===== src/rtl/br_pkg.sv =====
// rtl/br_pkg.sv - shared branch-type codes, 2-bit counter states and saturating update
// Purpose : constants and the saturating-counter helper used by branch_resolve_bht and br_cond.
// Contents: BR_* branch type codes, SNT/WNT/WT/ST counter states, sat2_next().
package br_pkg;

   localparam logic [2:0] BR_NO  = 3'b000;
   localparam logic [2:0] BR_LTU = 3'b001;
   localparam logic [2:0] BR_LT  = 3'b010;
   localparam logic [2:0] BR_EQ  = 3'b011;
   localparam logic [2:0] BR_GEU = 3'b100;
   localparam logic [2:0] BR_GE  = 3'b101;
   localparam logic [2:0] BR_NEQ = 3'b110;
   localparam logic [2:0] BR_RSV = 3'b111;

   localparam logic [1:0] SNT = 2'b00;
   localparam logic [1:0] WNT = 2'b01;
   localparam logic [1:0] WT  = 2'b10;
   localparam logic [1:0] ST  = 2'b11;

   // Next state of a 2-bit saturating counter: taken counts up, not-taken counts down.
   function automatic logic [1:0] sat2_next(input logic [1:0] cur, input logic taken);
      if (taken) begin
         return (cur == ST) ? ST : cur + 2'd1;
      end else begin
         return (cur == SNT) ? SNT : cur - 2'd1;
      end
   endfunction

endpackage


===== src/rtl/br_cond.sv =====
// rtl/br_cond.sv - combinational branch compare and taken decode
// Purpose : evaluates the branch condition for one instruction.
// Ports   : rs1_i, rs2_i   operands
//           br_type_i      branch type (br_pkg encoding)
//           taken_o        condition true for a conditional branch type
//           cond_br_o      br_type_i is a conditional branch (001..110)
//           illegal_o      br_type_i is the reserved code
module br_cond
   import br_pkg::*;
#(
   parameter int XLEN = 32
) (
   input  logic [XLEN-1:0] rs1_i,
   input  logic [XLEN-1:0] rs2_i,
   input  logic [2:0]      br_type_i,
   output logic            taken_o,
   output logic            cond_br_o,
   output logic            illegal_o
);

   logic eq;
   logic lt;
   logic ltu;

   // Only three comparators; the other three types are their complements.
   assign eq  = (rs1_i == rs2_i);
   assign lt  = ($signed(rs1_i) < $signed(rs2_i));
   assign ltu = (rs1_i < rs2_i);

   always_comb begin
      taken_o = 1'b0;
      case (br_type_i)
         BR_LTU:  taken_o = ltu;
         BR_LT:   taken_o = lt;
         BR_EQ:   taken_o = eq;
         BR_GEU:  taken_o = ~ltu;
         BR_GE:   taken_o = ~lt;
         BR_NEQ:  taken_o = ~eq;
         default: taken_o = 1'b0;
      endcase
   end

   assign cond_br_o = (br_type_i != BR_NO) && (br_type_i != BR_RSV);
   assign illegal_o = (br_type_i == BR_RSV);

endmodule


===== src/rtl/branch_resolve_bht.sv =====
// rtl/branch_resolve_bht.sv - registered branch resolve with mispredict redirect, BHT and stats
// Purpose : resolves branches one cycle after request, generates the redirect PC, trains a
//           2-bit BHT used by fetch, and keeps saturating branch/mispredict counters.
// Ports   : clk, rst_n                          clock, synchronous active-low reset
//           pred_valid, pred_pc                 fetch lookup request
//           pred_out_valid, pred_out_taken      lookup result (one cycle later)
//           res_valid, res_pc, rs1, rs2,        resolve request
//           br_type, res_target, res_pred_taken
//           out_valid, out_taken, out_mispredict,
//           out_redirect_pc, out_illegal        resolve result (one cycle later)
//           stat_clr, cnt_branch, cnt_mispredict statistics
module branch_resolve_bht
   import br_pkg::*;
#(
   parameter int XLEN        = 32,
   parameter int BHT_ENTRIES = 64,
   parameter int CNT_W       = 32
) (
   input  logic             clk,
   input  logic             rst_n,
   input  logic             pred_valid,
   input  logic [XLEN-1:0]  pred_pc,
   output logic             pred_out_valid,
   output logic             pred_out_taken,
   input  logic             res_valid,
   input  logic [XLEN-1:0]  res_pc,
   input  logic [XLEN-1:0]  rs1,
   input  logic [XLEN-1:0]  rs2,
   input  logic [2:0]       br_type,
   input  logic [XLEN-1:0]  res_target,
   input  logic             res_pred_taken,
   output logic             out_valid,
   output logic             out_taken,
   output logic             out_mispredict,
   output logic [XLEN-1:0]  out_redirect_pc,
   output logic             out_illegal,
   input  logic             stat_clr,
   output logic [CNT_W-1:0] cnt_branch,
   output logic [CNT_W-1:0] cnt_mispredict
);

   localparam int IDX_W = $clog2(BHT_ENTRIES);

   logic [1:0]       bht_q [BHT_ENTRIES];
   logic [IDX_W-1:0] pred_idx;
   logic [IDX_W-1:0] res_idx;

   logic             taken;
   logic             cond_br;
   logic             illegal;
   logic             mispredict;
   logic             upd;
   logic [XLEN-1:0]  redirect_d;

   logic             pred_out_valid_q;
   logic             pred_out_taken_q;
   logic             out_valid_q;
   logic             out_taken_q;
   logic             out_mispredict_q;
   logic [XLEN-1:0]  out_redirect_pc_q;
   logic             out_illegal_q;
   logic [CNT_W-1:0] cnt_branch_q;
   logic [CNT_W-1:0] cnt_branch_d;
   logic [CNT_W-1:0] cnt_mispredict_q;
   logic [CNT_W-1:0] cnt_mispredict_d;

   // Only the index bits of the lookup PC matter; the rest are deliberately dropped.
   logic unused_pred_pc_bits;
   assign unused_pred_pc_bits = ^{pred_pc[XLEN-1:IDX_W+2], pred_pc[1:0]};

   assign pred_idx = pred_pc[IDX_W+1:2];
   assign res_idx  = res_pc[IDX_W+1:2];

   br_cond #(.XLEN(XLEN)) u_cond (
      .rs1_i     (rs1),
      .rs2_i     (rs2),
      .br_type_i (br_type),
      .taken_o   (taken),
      .cond_br_o (cond_br),
      .illegal_o (illegal)
   );

   // Non-branches resolve as not-taken, so a predicted-taken non-branch still redirects.
   assign mispredict = taken ^ res_pred_taken;
   assign upd        = res_valid & cond_br;
   assign redirect_d = taken ? res_target : res_pc + XLEN'(4);

   // Clear beats a same-cycle increment; increments stop at all-ones.
   always_comb begin
      cnt_branch_d     = cnt_branch_q;
      cnt_mispredict_d = cnt_mispredict_q;
      if (stat_clr) begin
         cnt_branch_d     = '0;
         cnt_mispredict_d = '0;
      end else if (upd) begin
         if (cnt_branch_q != '1) begin
            cnt_branch_d = cnt_branch_q + CNT_W'(1);
         end
         if (mispredict && (cnt_mispredict_q != '1)) begin
            cnt_mispredict_d = cnt_mispredict_q + CNT_W'(1);
         end
      end
   end

   always_ff @(posedge clk) begin
      if (!rst_n) begin
         pred_out_valid_q  <= 1'b0;
         pred_out_taken_q  <= 1'b0;
         out_valid_q       <= 1'b0;
         out_taken_q       <= 1'b0;
         out_mispredict_q  <= 1'b0;
         out_redirect_pc_q <= '0;
         out_illegal_q     <= 1'b0;
         cnt_branch_q      <= '0;
         cnt_mispredict_q  <= '0;
         for (int i = 0; i < BHT_ENTRIES; i++) begin
            bht_q[i] <= WNT;
         end
      end else begin
         // Lookup reads the array before this edge's update: read-old on collision.
         pred_out_valid_q <= pred_valid;
         if (pred_valid) begin
            pred_out_taken_q <= bht_q[pred_idx][1];
         end

         out_valid_q      <= res_valid;
         out_mispredict_q <= res_valid & mispredict;
         out_illegal_q    <= res_valid & illegal;
         if (res_valid) begin
            out_taken_q       <= taken;
            out_redirect_pc_q <= redirect_d;
         end

         if (upd) begin
            bht_q[res_idx] <= sat2_next(bht_q[res_idx], taken);
         end

         cnt_branch_q     <= cnt_branch_d;
         cnt_mispredict_q <= cnt_mispredict_d;
      end
   end

   assign pred_out_valid  = pred_out_valid_q;
   assign pred_out_taken  = pred_out_taken_q;
   assign out_valid       = out_valid_q;
   assign out_taken       = out_taken_q;
   assign out_mispredict  = out_mispredict_q;
   assign out_redirect_pc = out_redirect_pc_q;
   assign out_illegal     = out_illegal_q;
   assign cnt_branch      = cnt_branch_q;
   assign cnt_mispredict  = cnt_mispredict_q;

endmodule


===== config.mk =====
export PLATFORM = sky130hd
export DESIGN_NAME = branch_resolve_bht
export DESIGN_NICKNAME = d
export VERILOG_FILES = /design/src/rtl/br_pkg.sv /design/src/rtl/br_cond.sv /design/src/rtl/branch_resolve_bht.sv
export SDC_FILE = /design/constraint.sdc
export NUM_CORES = 1
export LEC_CHECK = 0
export CORE_MARGIN = 4
export CORE_UTILIZATION = 59
export CTS_BUF_LIST = sky130_fd_sc_hd__clkbuf_4 sky130_fd_sc_hd__clkbuf_8
export DETAILED_ROUTE_END_ITERATION = 8
export DONT_BUFFER_PORTS = 1
export PLACE_DENSITY = 0.75
export SETUP_SLACK_MARGIN = 0.1
export SLEW_MARGIN = 0
export SYNTH_ARGS = -nofsm -noshare
export SYNTH_HDL_FRONTEND = slang
export SYNTH_SLANG_ARGS = --single-unit

===== constraint.sdc =====
create_clock -name clk -period 11.35 [get_ports clk]
set_clock_uncertainty 0.2 [all_clocks]
set_input_delay 1.135 -clock clk [delete_from_list [all_inputs] [get_ports clk]]
set_output_delay 1.135 -clock clk [all_outputs]
set_load 0.03 [all_outputs]

* Word level (Yosys, flattened, before mapping)
Memories as Yosys holds them, arrays and structs flattened. A register that Yosys moved wholly into a read port is not among the register bits.
Cells that the tools add are included.
** Storage, ports and cells
- Bits in registers :: 101
- Bits in latches :: 0
- RAM bits :: 128
- Memory bits (read-only) :: 0
- Bits of input ports :: 169
- Word-level logic and storage cells :: 59
- Memories kept :: 1
** Memory list
- bht_q :: words 64, bits a word 2, read ports 2, clocked after memory_dff 1, wr ports 64, RTL line branch_resolve_bht.sv:44 : logic [1:0] bht_q [BHT_ENTRIES];
** Operators by class
- Add/sub/neg operators :: 5
- $mul :: 0
- Div/mod/pow operators :: 0
- Magnitude comparators :: 2
- Equal/unequal tests :: 12
- Shifts and indexed selects :: 0
- Mux-type cells :: 14
- Bitwise gates (word level) :: 8
- Reductions and logical operators :: 9
** Operator list (count)
- $add 32x1->32 const B :: 2
- $lt 32x32->1 :: 2
- $ne 32x32->1 const B :: 2
- $add 32x3->32 const B :: 1
- $eq 32x32->1 :: 1
- $mux 32 :: 1
- $eq 3x3->1 const B :: 4
- $mux 2 :: 6
- $eq 3x2->1 const B :: 2
- $mux 6 :: 1
- $pmux 1 s6 :: 1
- $mux 1 :: 5
- $not 1->1 :: 4
- $reduce_and 2->1 :: 2
- $reduce_or 2->1 :: 2
- $and 1x1->1 :: 3
- $eq 3x1->1 const B :: 1
- $ne 3x3->1 const B :: 1
- $reduce_bool 3->1 :: 1
- $add 2x1->2 const B :: 1
- $eq 2x2->1 const B :: 1
- $logic_and 1x1->1 :: 2
- $logic_not 2->1 :: 1
- $sub 2x1->2 const B :: 1
- 2 further kinds :: 2

* Depth between registers and ports, before layout
- Word-level depth :: 8
- Mapped depth :: 13
- Mapped depth without buffers :: 11

* Cells and area by module
A second synthesis with hierarchy kept.
** Second synthesis, totals
- Cells, all modules :: 1360
- Area total of the unflattened synthesis :: 13172.6 µm²
** By module, submodules not included
- branch_resolve_bht :: times used 1, cells an instance 1227, area each 12204.2 µm², seq. area each 5885.6 µm²
- br_cond :: times used 1, cells an instance 133, area each 968.4 µm², seq. area each 0.0 µm²

* Worst setup path before layout
OpenSTA, ideal clock, no wires.
- Path type :: input -> register
- From :: in rs2[19]
- To :: reg cnt_mispredict_q[27] (netlist: cnt_mispredict[27])
- Library setup time :: 0.118 ns
- Data arrival time :: 4.057 ns
- Required time :: 11.032 ns
- Setup slack :: 6.974 ns
- Stages on the path :: 12
- Path through :: inv_1 > ha_1 > a21oi_1 > o21ai_1 > a221o_1 > a2111o_1 > or2_0 > a311o_1 > or4_1 > buf_2 > a211o_1 > mux2i_1
** On the way
- Longest elaborated chain between the ends :: 6
- Elaborated cells on any way between the ends :: 10
** RTL lines
- start, declared :: RTL line branch_resolve_bht.sv:28 : input logic [XLEN-1:0] rs2,
- $lt 32x32->1, or another cell as far along :: RTL line br_cond.sv:27 : assign lt = ($signed(rs1_i) < $signed(rs2_i));
- $not 1->1 (on tied branches) :: RTL line br_cond.sv:37, br_cond.sv:36, br_cond.sv:38
- $pmux 1 s6 * :: RTL line br_cond.sv:32 : case (br_type_i)
- $xor 1x1->1 * :: RTL line branch_resolve_bht.sv:84 : assign mispredict = taken ^ res_pred_taken;
- $logic_and 1x1->1 * :: RTL line branch_resolve_bht.sv:99 : if (mispredict && (cnt_mispredict_q != '1)) begin
- $reduce_and 2->1 (no source line) *
- end signal, assigned :: RTL line branch_resolve_bht.sv:139 : cnt_mispredict_q <= cnt_mispredict_d;
- end, declared :: RTL line branch_resolve_bht.sv:64 : logic [CNT_W-1:0] cnt_mispredict_q;
Mark *: on every way between the ends. The rest lies on a longest branch, timed or not.
A chain may end at the register's enable or synchronous reset.

==> summary.txt <==
Critical path
  • Crit. End Element: register
  • Max incr delay on CP: 0.66 ns
  • Largest fanout on the critical path: 39
  • Slowest stage cell, crit path: maj3_2
  • Worst Path Required: 11.38 ns
  • CP cell instances: inv_1 -> ha_1 -> nand4_1 -> nor4_1 -> a31oi_1 -> o21ai_0 -> nor4b_1 -> a311oi_2 -> buf_4 -> nand2_1 -> buf_4 -> maj3_2 -> buf_4 -> nand3_1
  • CP most frequent cell: buf_4
  • Critical R2R Capture: cnt_mispredict[1]
  • Worst Path Arrival: 5.33 ns
  • Crit path depth: 14
  • CP Class: input pin to register
  • Worst path top cell family by delay: simple AND/OR/NAND/NOR gates
  • Worst r2r path cells: 9
  • Flop2flop setup slack: approximately 7.3 ns
  • CP Launch Type: input pin
  • Buf+Inv Stages, Crit Path: 4
  • R2R Path Start: cnt_mispredict[14]

Global routing
  • Global-route wire length before repair: 56.8 mm
  • Antenna violations before repair: 0
  • Remaining global-route overflow: 0
  • Vias in the first global route: 10667
  • Total track usage: 28.7%
  • Largest net degree at the start of global routing: between 100 and 150

CTS
  • Clock buffer depth: 3
  • H-tree depth: 2
  • Post_cts resized: 0
  • CTS tree: yes
  • Cts bufs inserted: 39
  • Postcts setup bufs: 0
  • Clock latency on the worst-skew pair: 0.56 ns
  • Clock transition at path regs: 0.06 ns
  • CTS root buf: clkbuf_8
  • Clk sink count: 230
  • Hold_buf cts: 0

Yosys
  • Most common cell in the netlist: nand2_1
  • Synth Area in Adders: under 10%
  • Post-synth EDFFs: 128
  • Largest family of logic cells by synthesized area: simple AND/OR/NAND/NOR gates
  • Total nets after synthesis: ~1700
  • Compound-gate portion of the synthesized area: 9.86%
  • Largest area contributor in the synthesized netlist: edfxtp_1
  • Yosys warnings: 0
  • Post-synthesis simple-gate area fraction: roughly 25%
  • Area contributors post-synth: edfxtp_1, dfxtp_1, nand2_1
  • Synth top area share: 28.8%
  • Syn Inst Count: 1448
  • Register area share after synthesis: between 40 and 50%
  • Synthesis-stage register bit count: 230
  • Post-Synth XOR/XNOR Area: 3.48%
  • Synth async-reset ratio: 0%
  • Synth Area per Inst: between 9 and 10 um2
  • Synth top cells by count: nand2_1, edfxtp_1, nor2_1
  • Count of different cell masters after synthesis: 64
  • Syn Std Cell Area: between 10000 and 15000 um2
  • Mux cell area share after synthesis: 10.3%
  • Main synth FF type: edfxtp_1

Layout
  • Final core occ: around 65%
  • # diodes: 0
  • Layout cells sized above 1: under 10%
  • Final Non-Filler Cells: 1714
  • P&R area growth vs syn: 7.05%
  • Nets: 1607
  • FILL cells: between 1500 and 2000

Hold path
  • Hold Path End: cnt_mispredict[4]
  • Hold wc startpoint: cnt_mispredict[4]
  • Hold WC Path Type: register to register
  • Hold path depth: 2

STA
  • Tmin final: 5.30 ns
  • Final setup fails: 0
  • RSZ-0062 raised after global routing: false
  • Slew @ Worst Pin: 1.22 ns
  • Max Clk Rate: 189 MHz
  • Hold Vio Cnt, Final: 0
  • Final worst path period share: 46.7%
  • Final hold slack: between 0.4 and 0.5 ns
  • Pins Over Slew Limit: 0
  • Rel. slew slack: 18.4%
  • Post-Route Setup TNS: 0 ns
  • Post-route setup slack: 6.05 ns

Floorplanning
  • Die Wd: 158 um
  • Die area: 25100 um2
  • Initial Util: 60.6%
  • Die height: 158 um
  • Site Rows: 54
  • IO Pins: 271
  • Placeable core region: between 20000 and 25000 um2

Power
  • Leak Pwr: 0.00499 uW
  • PD cells: between 100 and 150 nW/um2
  • Peak supply drop: 112 uV

Placement
  • Port Buffer Count: 0
  • Gpl congestion: ~0.87
  • Hpwl dp: approximately 26 mm
  • Cells after DPL: between 1500 and 2000
  • Place WS: 5.46 ns

Route
  • Via count: 11304
  • WL final: 37.6 mm
  • Initial DRT Pass Iterations: 7
  • # DRC: 0
  • Wire per inst: about 22 um
  • 1st-iter DRT viols: ~1200
  • Vias/cell: 6.60
  • DRT antenna net count: 0

Run status
  • Status: complete, no violations

Run
  • Maxcap violations: 0
metrics by stage:
step	power (uW)	cell area, um2
floorplan	1130	13300
global placement	1170	13500
global route	1980	14300
CTS	1920	14300
finish	1910	14300
detailed placement	1170	13500
kinds of logic after synthesis:
kind of cell | after synthesis
fa+ha+maj | 37
mux | 98
buf+inv | 146
compound gates | 204
simple gates | 680
flops | 230
xor+xnor | 53
cell usage in the layout, fill, tap and decap left out, types with 15 or more instances in the layout:
| cell type | Yosys | routed |
|---|---|---|
| a21oi_1 | 45 | 45 |
| a221oi_1 | 15 | 15 |
| and3_1 | 21 | 21 |
| buf_4 | 0 | 17 |
| clkbuf_8 | 0 | 47 |
| dfxtp_1 | 102 | 102 |
| edfxtp_1 | 128 | 128 |
| ha_1 | 35 | 35 |
| inv_1 | 42 | 42 |
| mux2i_1 | 57 | 57 |
| mux4_2 | 30 | 30 |
| nand2_1 | 237 | 237 |
| nand2b_1 | 27 | 27 |
| nand3_1 | 108 | 108 |
| nand3b_1 | 31 | 31 |
| nand4_1 | 30 | 30 |
| nor2_1 | 127 | 127 |
| nor3_1 | 19 | 18 |
| o21ai_0 | 72 | 72 |
| xnor2_1 | 25 | 25 |
| xor2_1 | 28 | 28 |
layer usage:
metal	part of all wire (%)	GRT usage [%]	wire, um	vias to the layer above
met5	0	0	0	-
met4	3.8	11.6	1430	0
met3	11	7.77	4290	110
met2	48	46.8	18100	709
met1	37	36.5	13800	5333
li1	-	-	-	5152
worst reg2reg max path: stages (launching register included):
cell     delay (ns)
dfxtp_1        0.67
and4_1         0.36
nand4_1        0.16
nor3_1         0.39
nand4_1        0.46
nor4_2         1.03
nor3_1         0.09
nand3_1        0.22
and2_1         0.22
mux2i_1        0.18
flip-flops by register name (all words and copies together), names as in the netlist, 32 cells and up:
name,count
out_redirect_pc,32
cnt_branch,32
bht_q,128
cnt_mispredict,32
report_power, final:
part / leakage (uW) / switching, uW / internal (uW)
clock: 0.000431 / 341 / 414
combinational: 0.00258 / 140 / 78.2
sequential: 0.00198 / 39.7 / 900
total: 0.00499 / 520 / 1390
cell type report:
| cell class | count | area (um2) | share of cell area [%] |
|---|---|---|---|
| inverter | 43 | 161 | 1.13 |
| multi-input combinational | 1072 | 6960 | 48.7 |
| tap | 280 | 350 | 2.45 |
| clock inverter | 14 | 68.8 | 0.482 |
| clock buffer | 58 | 729 | 5.11 |
| sequential | 230 | 5890 | 41.2 |
| timing repair buffer | 17 | 128 | 0.894 |
worst max path at each step:
stage,startpoint,to
finish,rs2[15],bht_q[32][0]
global route,rs2[15],bht_q[35][0]
CTS,rs2[15],bht_q[32][0]
detailed placement,rs2[15],bht_q[32][0]
global placement,rs2[15],bht_q[51][0]
floorplan,rs2[19],cnt_mispredict[27]
Note: power is estimated with default switching activity, not from simulation.
